==> src/rtl/reg_file_8x8.sv <==
// 8-entry register file: two combinational read ports, one clocked write port.
// Ports: CLK, RESET_N, IN/INADDRESS/WRITE, OUT1/OUT2 + addresses, WRITTEN, UNINIT_READ.
module reg_file_8x8 #(
    parameter int DATA_WIDTH = 8,
    parameter int ADDR_WIDTH = 3,
    parameter bit BYPASS     = 1'b0,
    localparam int NREGS     = 2 ** ADDR_WIDTH
) (
    input  logic                  CLK,
    input  logic                  RESET_N,
    input  logic [DATA_WIDTH-1:0] IN,
    input  logic [ADDR_WIDTH-1:0] INADDRESS,
    input  logic                  WRITE,
    input  logic [ADDR_WIDTH-1:0] OUT1ADDRESS,
    input  logic [ADDR_WIDTH-1:0] OUT2ADDRESS,
    output logic [DATA_WIDTH-1:0] OUT1,
    output logic [DATA_WIDTH-1:0] OUT2,
    output logic [NREGS-1:0]      WRITTEN,
    output logic                  UNINIT_READ
);

    logic [DATA_WIDTH-1:0] mem [NREGS];
    logic [NREGS-1:0]      wr_q;

    always_ff @(posedge CLK or negedge RESET_N) begin
        if (!RESET_N) begin
            for (int i = 0; i < NREGS; i++) begin
                mem[i] <= '0;
            end
            wr_q <= '0;
        end else if (WRITE) begin
            mem[INADDRESS]  <= IN;
            wr_q[INADDRESS] <= 1'b1;
        end
    end

    // Forwarding is gated by RESET_N so a held reset always reads 0.
    logic fwd1;
    logic fwd2;

    always_comb begin
        fwd1 = BYPASS && RESET_N && WRITE && (INADDRESS == OUT1ADDRESS);
        fwd2 = BYPASS && RESET_N && WRITE && (INADDRESS == OUT2ADDRESS);
        OUT1 = fwd1 ? IN : mem[OUT1ADDRESS];
        OUT2 = fwd2 ? IN : mem[OUT2ADDRESS];
    end

    // Reflects stored state only; forwarding never clears the flag early.
    assign WRITTEN     = wr_q;
    assign UNINIT_READ = ~wr_q[OUT1ADDRESS] | ~wr_q[OUT2ADDRESS];

endmodule
==> config.mk <==
export PLATFORM = sky130hd
export DESIGN_NAME = reg_file_8x8
export DESIGN_NICKNAME = d
export VERILOG_FILES = /design/src/rtl/reg_file_8x8.sv
export SDC_FILE = /design/constraint.sdc
export NUM_CORES = 1
export LEC_CHECK = 0
export CAP_MARGIN = 20
export CORE_MARGIN = 5
export CORE_UTILIZATION = 61
export CTS_CLUSTER_DIAMETER = 60
export DETAILED_ROUTE_END_ITERATION = 6
export HOLD_SLACK_MARGIN = 0.1
export PLACE_DENSITY = 0.89
export SLEW_MARGIN = 20
export SYNTH_ARGS = -nofsm -noshare
export SYNTH_HDL_FRONTEND = slang
export SYNTH_SLANG_ARGS = --single-unit
==> constraint.sdc <==
create_clock -name CLK -period 4.05 [get_ports CLK]
set_input_delay 0.81 -clock CLK [delete_from_list [all_inputs] [get_ports CLK]]
set_output_delay 0.81 -clock CLK [all_outputs]
set_load 0.02 [all_outputs]
# Yosys cells after proc, flatten, opt, wreduce, memory -nomap -nowiden
# Cells that the tools add are included.
# totals
reg_bits	72
output_inout_bits	25
# classes
reduce_logical	2
bitwise	7
n_lt_le_gt_ge	8
mux	15
# ops
operator	n
64-bit bitwise mux	1
8-bit binary-select mux with 3-bit select	2
8-bit two-way mux	5
8-bit demux with 3-bit select	1
4-bit greater-or-equal comparator (second input constant)	3
3-bit by 4-bit less-than comparator with 1-bit output (second input constant)	3
3-bit NOT with 4-bit output	3
8-bit OR	1
1-bit binary-select mux with 3-bit select	2
4-bit by 1-bit less-than comparator with 1-bit output (second input constant)	1
1-bit demux with 3-bit select	1
3-bit by 1-bit greater-or-equal comparator with 1-bit output (second input constant)	1
1-bit two-way mux	3
1-bit logical AND	2
1-bit NOT	2
1-bit OR	1

# Longest topological paths before layout
# Gate-level depths: netlist of the first run.
# logic_depth
word_depth	6
mapped_depth	5
depth_no_buf	3

# Worst setup path after synthesis of the first run
# Ideal clock, no wire load.
# synth_path
path_kind	in2out
from	in OUT1ADDRESS[1]
to	out UNINIT_READ
path_stages	4
arrival_time_ps	1937
required_ps	3240
path_buffers	1
path_slack_ps	1303
path_cell_list	buf_2 > mux4_1 > mux2_2 > nand2_1
# synth_via
elab_chain_cells	4
# synth_lines
element	line_no	source
start, declared	14	input logic [ADDR_WIDTH-1:0] OUT1ADDRESS,
1-bit binary-select mux with 3-bit select	50	assign UNINIT_READ = ~wr_q[OUT1ADDRESS] | ~wr_q[OUT2ADDRESS];
1-bit two-way mux (not written as such)	50	
1-bit NOT	50	
1-bit OR	50	
end, declared	19	output logic UNINIT_READ
# Every way passes these cells. The select of a mux whose other input is x is not followed.

# Worst setup path after layout of the first run
# layout_path
from	in OUT2ADDRESS[1]
to	out UNINIT_READ
# layout_via
elab_chain_cells	4
# layout_lines
element	line_no	source
start, declared	15	input logic [ADDR_WIDTH-1:0] OUT2ADDRESS,
1-bit binary-select mux with 3-bit select	50	
1-bit two-way mux (not written as such)	50	
1-bit NOT	50	
1-bit OR	50	
# Every way passes these cells. The select of a mux whose other input is x is not followed.

==> flow_summary.rst, run 1 <==
.. list-table::
   :header-rows: 1

   * - Metric
     - Value
   * - Least-Margin Pin Slew
     - 963.3 ps
   * - Number of antenna-violating nets in the routed design
     - 0
   * - Number of port buffers
     - 44
   * - R2r worst-path depth
     - 1
   * - Maximum clock frequency
     - 261.2 MHz
   * - Hold Vio Cnt, Final
     - 0
   * - Post-route fraction of the period consumed by the critical path
     - 94.51%
   * - Place WS
     - 221.2 ps
   * - Hold Crit Endpoint
     - mem[60]
   * - Area of all sequential standard cells
     - 1802 um2
   * - Global-route wire length before repair
     - 13630 um
   * - Status
     - completed
   * - Share of the synthesized area in the top cell type
     - 45.83%
   * - Register clock-pin slew on the reported worst setup and hold paths
     - 70 ps
   * - Post-Syn Area per Cell
     - 17.63 um2
   * - Number of clock sinks
     - 72
   * - Register bit total from synthesis
     - 72
   * - Hold Worst Slack
     - 525.4 ps
   * - I/O pin count
     - 45
   * - Area of the mapped netlist
     - 3931 um2
   * - Die Wd
     - 90.28 um
   * - Total wire length after detailed routing
     - 8366 um
   * - Number of antenna violations at the first check in global routing
     - 0
   * - Beginning of the worst register-to-register path
     - WRITTEN[2]
   * - Vias in the first global route
     - 2554
   * - Clock buffers created by TritonCTS
     - 9
   * - Synthesized netlist cell count
     - 223
   * - Relative slew slack
     - 35.43%
   * - Startpoint-to-endpoint class of the critical path
     - input pin to output pin
   * - Detailed placement HPWL
     - 5667 um
   * - Die Outline Area
     - 8150 um2
   * - Max clock buf depth
     - 2
   * - Antenna Cells
     - 0
   * - Top cell type by total area after synthesis
     - dfrtp_1
   * - Core occupancy in the finished layout
     - 73.52%
   * - Worst clock skew
     - 0 ps
   * - Final global-route overflow total
     - 0
   * - Worst hold-check path type
     - flop to flop
   * - Cell type with the highest occurrence count on the critical path
     - clkdlybuf4s50_1
   * - Pin count of the biggest net entering global routing
     - 38
   * - Fraction of layout cells with a size suffix above 1
     - 43.01%
   * - Warnings from Yosys
     - 0
   * - Synth area leaders
     - dfrtp_1 46%, mux2_2 23%, mux4_1 21%
   * - Setup repair after global routing missed its margin
     - false
   * - Crit start category
     - input pin
   * - Initial DRC Count
     - 103
   * - Net count of the finished layout
     - 294
   * - Static leakage
     - 1.924 nW
   * - Number of vias per cell
     - 6.576
   * - Synthesized Nets
     - 243
   * - Worst skew pair latency
     - 330 ps
   * - Final Power
     - 0.002142 W
   * - Critical Path Sink Type
     - output pin
   * - Post-synthesis sequential area ratio
     - 45.83%
   * - Overall die height
     - 90.28 um
   * - FILL cells
     - 411
   * - Total count of max-transition violations in the final report
     - 0
   * - Worst setup slack for register-to-register paths
     - 3210 ps
   * - Initial core utilization
     - 62.27%
   * - Max Fanout on Critical Path
     - 6
   * - Commonest non-fill, non-tap cell in the layout
     - mux2_2
   * - Smallest setup slack after layout
     - 222.2 ps
   * - Setup_tns
     - 0 ps
   * - Kind of cell adding the most delay to the critical path
     - buffers and inverters
   * - Standard cell core area
     - 6314 um2
   * - Root cell of the clock tree
     - clkbuf_8
   * - Power per unit of standard cell area
     - 461.5 nW/um2
   * - Clock H-tree levels
     - 3
   * - Hold path cells
     - 1
   * - Max Cap Viol
     - 0
   * - Delay of the slowest cell on the worst path
     - 710 ps
   * - Critical path, cell by cell
     - clkdlybuf4s50_1 -> mux4_2 -> mux2_2 -> nand2_1 -> clkdlybuf4s50_1
   * - Number of buffers inserted to repair setup after CTS
     - 0
   * - Count of instances resized after the clock tree is built
     - 0
   * - Final count of negative-setup-slack endpoints
     - 0
   * - DR vias
     - 2341
   * - Area of the multi-input gates
     - 2022 um2
   * - Unique masters post-synth
     - 18
   * - Average wire length per cell after detail routing
     - 23.50 um
   * - Number of detailed-route iterations in the first pass
     - 4
   * - Growth of design area from synthesis to finish
     - 18.08%
   * - Number of cell rows
     - 29
   * - Hold_sp
     - mem[60]
   * - Number of design rule violations left after detail routing
     - 0
   * - WP buf/inv
     - 2
   * - Arrival time at the worst endpoint
     - 3020 ps
   * - RD Place Congestion
     - 0.8121
   * - Required time of the critical path
     - 3240 ps
   * - Overall global routing resource usage
     - 21.66%
   * - Endpoint of the lowest-slack register-to-register path
     - WRITTEN[2]
   * - Critical Path Slowest Stage Cell
     - clkdlybuf4s50_1
   * - Number of hold-repair buffers added at the cts stage
     - 0
   * - CTS tree
     - done
   * - Commonest cells after routing, fill and taps aside
     - 82 x mux2_2, 72 x dfrtp_1, 43 x clkdlybuf4s50_1
   * - Peak supply drop
     - 0.0003124 V
   * - Min Tclk post-route
     - 3828 ps
[layer usage]
metal / routed length, um / share of wire, % / track usage, %
met5: 0 / 0 / 0
met1: 3343 / 40 / 28.77
met2: 4398 / 53 / 35.73
met4: 107 / 1.3 / 8.561
met3: 516 / 6.2 / 3.667
[registers in the layout, summed over array words and instances, names as in the netlist]
name / count
mem: 64
WRITTEN: 8
[worst max-delay path by stage]
stage,to,cells past startpoint,startpoint
after floorplan,UNINIT_READ,4,OUT1ADDRESS[1]
after global placement,UNINIT_READ,5,OUT2ADDRESS[1]
after detailed placement,UNINIT_READ,5,OUT2ADDRESS[1]
after CTS,UNINIT_READ,5,OUT2ADDRESS[1]
after global routing,UNINIT_READ,5,OUT2ADDRESS[1]
final,UNINIT_READ,5,OUT2ADDRESS[1]
[where the power goes]
part	switching (W)	internal (W)	total, W
clock network	0.000253	0.000317	0.000570
logic	0.000227	0.000382	0.000609
registers	0.0000992	0.000865	0.000964
total	0.000579	0.00156	0.00214
[kinds of logic after synthesis]
kind of cell | Yosys count | share of synthesized area (%)
multiplexers | 118 | 47.17
buffers and inverters | 14 | 2.737
flip-flops | 72 | 45.83
AND/OR/NAND/NOR | 19 | 4.265
[synthesized netlist by cell type]
master    number
nand2_1        2
nor3_4         1
buf_1          1
buf_12         2
nand4b_1       3
clkbuf_1       3
nand2b_1       4
mux2_2        82
nor3b_4        2
nor3_2         1
nand2b_4       1
mux4_1        32
or2_2          4
mux4_2         4
buf_6          2
dfrtp_1       72
buf_2          6
nand4_1        1
[stage by stage]
| stage | std cells | area [um2] |
|---|---|---|
| 2_1_floorplan | 223 | 3931 |
| 3_3_place_gp | 340 | 4443 |
| 3_5_place_dp | 340 | 4443 |
| 4_1_cts | 356 | 4642 |
| 5_1_grt | 356 | 4642 |
| 6_report | 356 | 4642 |
[cell type report]
cell class,count,share of cell area (%)
multi-input combinational,137,43.56
sequential,72,38.81
clock inverter,3,0.8625
clock buffer,13,3.423
tap,77,2.075
timing repair buffer,54,11.27
(Power assumes the default switching activity.)
==> run 2: changes to the inputs <==
Settings changed: ABC_CLOCK_PERIOD_IN_PS from default to 4050, CORE_UTILIZATION 61 to 65, DONT_BUFFER_PORTS from default to 1, PLACE_DENSITY 0.89 to 0.81.
==> run 2 against run 1 <==
Effect of this change:
- core utilization down 3.6 points
- non-clock buffer count down 54
- wire length about the same
- die area down 5.5%
- largest cell class unchanged
- largest power group unchanged
- highest routed layer unchanged
==> flow_summary.rst, run 2 (same netlist as run 1, synthesis figures left out) <==
.. list-table::
   :header-rows: 1

   * - Metric
     - Value
   * - Status
     - completed (unchanged)
   * - Commonest cells after routing, fill and taps aside
     - 82 x mux2_2, 72 x dfrtp_1, 32 x mux4_1 (was 82 x mux2_2, 72 x dfrtp_1, 43 x clkdlybuf4s50_1)
   * - Beginning of the worst register-to-register path
     - WRITTEN[1] (was WRITTEN[2])
   * - Number of detailed-route iterations in the first pass
     - 4 (unchanged)
   * - Count of instances resized after the clock tree is built
     - 0 (unchanged)
   * - Initial DRC Count
     - 126 (was 103)
   * - Worst setup path end
     - UNINIT_READ (unchanged)
   * - Average wire length per cell after detail routing
     - 27.90 um (was 23.50 um)
   * - Setup_tns
     - 0 ps (unchanged)
   * - Required time of the critical path
     - 3240 ps (about the same)
   * - Worst setup slack for register-to-register paths
     - 3100 ps (was 3210 ps)
   * - FILL cells
     - 352 (was 411)
   * - Final global-route overflow total
     - 0 (unchanged)
   * - Endpoint of the lowest-slack register-to-register path
     - WRITTEN[1] (was WRITTEN[2])
   * - Overall die height
     - 87.77 um (was 90.28 um)
   * - Overall global routing resource usage
     - 24.13% (was 21.66%)
   * - Detailed placement HPWL
     - 5277 um (was 5667 um)
   * - Count of cell instances traversed by the critical path
     - 3 (was 5)
   * - Critical path, cell by cell
     - mux4_1 -> mux2_2 -> nand2_1 (was clkdlybuf4s50_1 -> mux4_2 -> mux2_2 -> nand2_1 -> clkdlybuf4s50_1)
   * - Total wire length after detailed routing
     - 8369 um (was 8366 um)
   * - Net count of the finished layout
     - 240 (was 294)
   * - Worst clock skew
     - 0 ps (unchanged)
   * - Register clock-pin slew on the reported worst setup and hold paths
     - 80 ps (was 70 ps)
   * - Fraction of layout cells with a size suffix above 1
     - 48.44% (was 43.01%)
   * - Min Tclk post-route
     - 2645 ps (was 3828 ps)
   * - Arrival time at the worst endpoint
     - 1830 ps (was 3020 ps)
   * - Number of port buffers
     - 0 (was 44)
   * - RD Place Congestion
     - 0.8050 (was 0.8121)
   * - Peak supply drop
     - 0.0003283 V (was 0.0003124 V)
   * - Origin of the worst setup path
     - WRITTEN[6] (was OUT2ADDRESS[1])
   * - Pin count of the biggest net entering global routing
     - 73 (was 38)
   * - Die Outline Area
     - 7704 um2 (was 8150 um2)
   * - Growth of design area from synthesis to finish
     - 4.710% (was 18.08%)
   * - Setup repair after global routing missed its margin
     - false (unchanged)
   * - Static leakage
     - 1.697 nW (was 1.924 nW)
   * - Sw Share
     - 26.77% (was 27.00%)
   * - Die Wd
     - 87.77 um (was 90.28 um)
   * - R2r worst-path depth
     - 1 (unchanged)
   * - Clock buffers created by TritonCTS
     - 9 (unchanged)
   * - DR vias
     - 2142 (was 2341)
   * - Switching power total
     - 0.0005328 W (was 0.0005785 W)
   * - Max Fanout on Critical Path
     - 4 (was 6)
   * - Antenna Cells
     - 0 (unchanged)
   * - Number of clock sinks
     - 72 (unchanged)
   * - Global-route wire length before repair
     - 13290 um (was 13630 um)
   * - Internal Pwr Total
     - 0.001458 W (was 0.001564 W)
   * - Place WS
     - 1454 ps (was 221.2 ps)
   * - Number of hold-repair buffers added at the cts stage
     - 0 (unchanged)
   * - Number of antenna-violating nets in the routed design
     - 0 (unchanged)
   * - Standard cell core area
     - 5886 um2 (was 6314 um2)
   * - Critical Path Sink Type
     - output pin (unchanged)
   * - Number of design rule violations left after detail routing
     - 0 (unchanged)
   * - Smallest setup slack after layout
     - 1405 ps (was 222.2 ps)
   * - Delay of the slowest cell on the worst path
     - 540 ps (was 710 ps)
   * - Maximum clock frequency
     - 378.1 MHz (was 261.2 MHz)
   * - Gate power share
     - 22.0% (was 28.4%)
   * - Hold Vio Cnt, Final
     - 0 (unchanged)
   * - Clock share of power
     - 29.1% (was 26.6%)
   * - Relative slew slack
     - 38.23% (was 35.43%)
   * - I/O pin count
     - 45 (unchanged)
   * - Number of vias per cell
     - 7.140 (was 6.576)
   * - Sequential share of power
     - 49.0% (was 45.0%)
   * - Post-route fraction of the period consumed by the critical path
     - 65.30% (was 94.51%)
   * - Number of antenna violations at the first check in global routing
     - 0 (unchanged)
   * - Startpoint-to-endpoint class of the critical path
     - flop to output pin (was input pin to output pin)
   * - Initial core utilization
     - 66.79% (was 62.27%)
   * - Most flop-heavy register
     - mem (unchanged)
   * - Commonest non-fill, non-tap cell in the layout
     - mux2_2 (unchanged)
   * - Least-Margin Pin Slew
     - 921.5 ps (was 963.3 ps)
   * - Critical Path Slowest Stage Cell
     - mux4_1 (was clkdlybuf4s50_1)
   * - Number of buffers inserted to repair setup after CTS
     - 0 (unchanged)
   * - Vias in the first global route
     - 2337 (was 2554)
   * - Total count of max-transition violations in the final report
     - 0 (unchanged)
   * - CTS tree
     - done (unchanged)
   * - WP buf/inv
     - 0 (was 2)
   * - Root cell of the clock tree
     - clkbuf_8 (unchanged)
   * - Final count of negative-setup-slack endpoints
     - 0 (unchanged)
   * - Clock H-tree levels
     - 3 (unchanged)
   * - Worst hold-check path type
     - input pin to async pin (was flop to flop)
   * - Final Power
     - 0.001991 W (was 0.002142 W)
   * - Number of cell rows
     - 28 (was 29)
   * - Max Cap Viol
     - 0 (unchanged)
   * - Max clock buf depth
     - 2 (unchanged)
   * - Crit start category
     - flop (was input pin)
   * - Flip-flop count of the largest register after layout
     - 64 (unchanged)
   * - Power per unit of standard cell area
     - 483.6 nW/um2 (was 461.5 nW/um2)
   * - Kind of cell adding the most delay to the critical path
     - multiplexers (was buffers and inverters)
   * - Worst skew pair latency
     - 350 ps (was 330 ps)
-- run 2: power by group through the flow --
stage,clock [W],sequential [W],combinational [W]
6_report,0.000579,0.000975,0.000437
5_1_grt,0.000617,0.000990,0.000472
4_1_cts,0.000585,0.000972,0.000444
3_5_place_dp,0,0.000984,0.000442
3_3_place_gp,0,0.000963,0.000421
2_1_floorplan,0,0.000941,0.000417
-- run 2: final cells by class --
cell class	count	area [um2]	area share, %
Clock buffer	13	158.9	3.860
Clock inverter	3	40.04	0.9726
Multi-Input combinational cell	137	2022	49.12
Sequential cell	72	1802	43.77
Tap cell	75	93.84	2.280
-- run 2: through the flow --
step	area [um2]	instances	hold WS, ps	util, %
finish	4116	300	144.0	69.94
global route	4116	300	124.3	69.94
CTS	4116	300	138.5	69.94
detailed placement	3918	284	499.6	66.56
global placement	3918	284	494.5	66.56
floorplan	3931	223	484.9	-
-- run 2: worst min-delay path by stage --
stage,startpoint,endpoint,depth (start not counted),slack (ps)
2_1_floorplan,mem[16],mem[16],1,480
3_3_place_gp,mem[5],mem[5],1,490
3_5_place_dp,mem[20],mem[20],1,500
4_1_cts,RESET_N,WRITTEN[5],0,140
5_1_grt,RESET_N,WRITTEN[2],0,120
6_report,RESET_N,WRITTEN[7],0,140
-- run 2: metal layers --
layer	wire length (um)	GRT usage (%)	vias to the layer above
met5	0	0	-
met4	165	9.205	0
met3	760	9.313	17
met1	3205	30.12	1145
met2	4237	38.42	84
li1	-	-	896
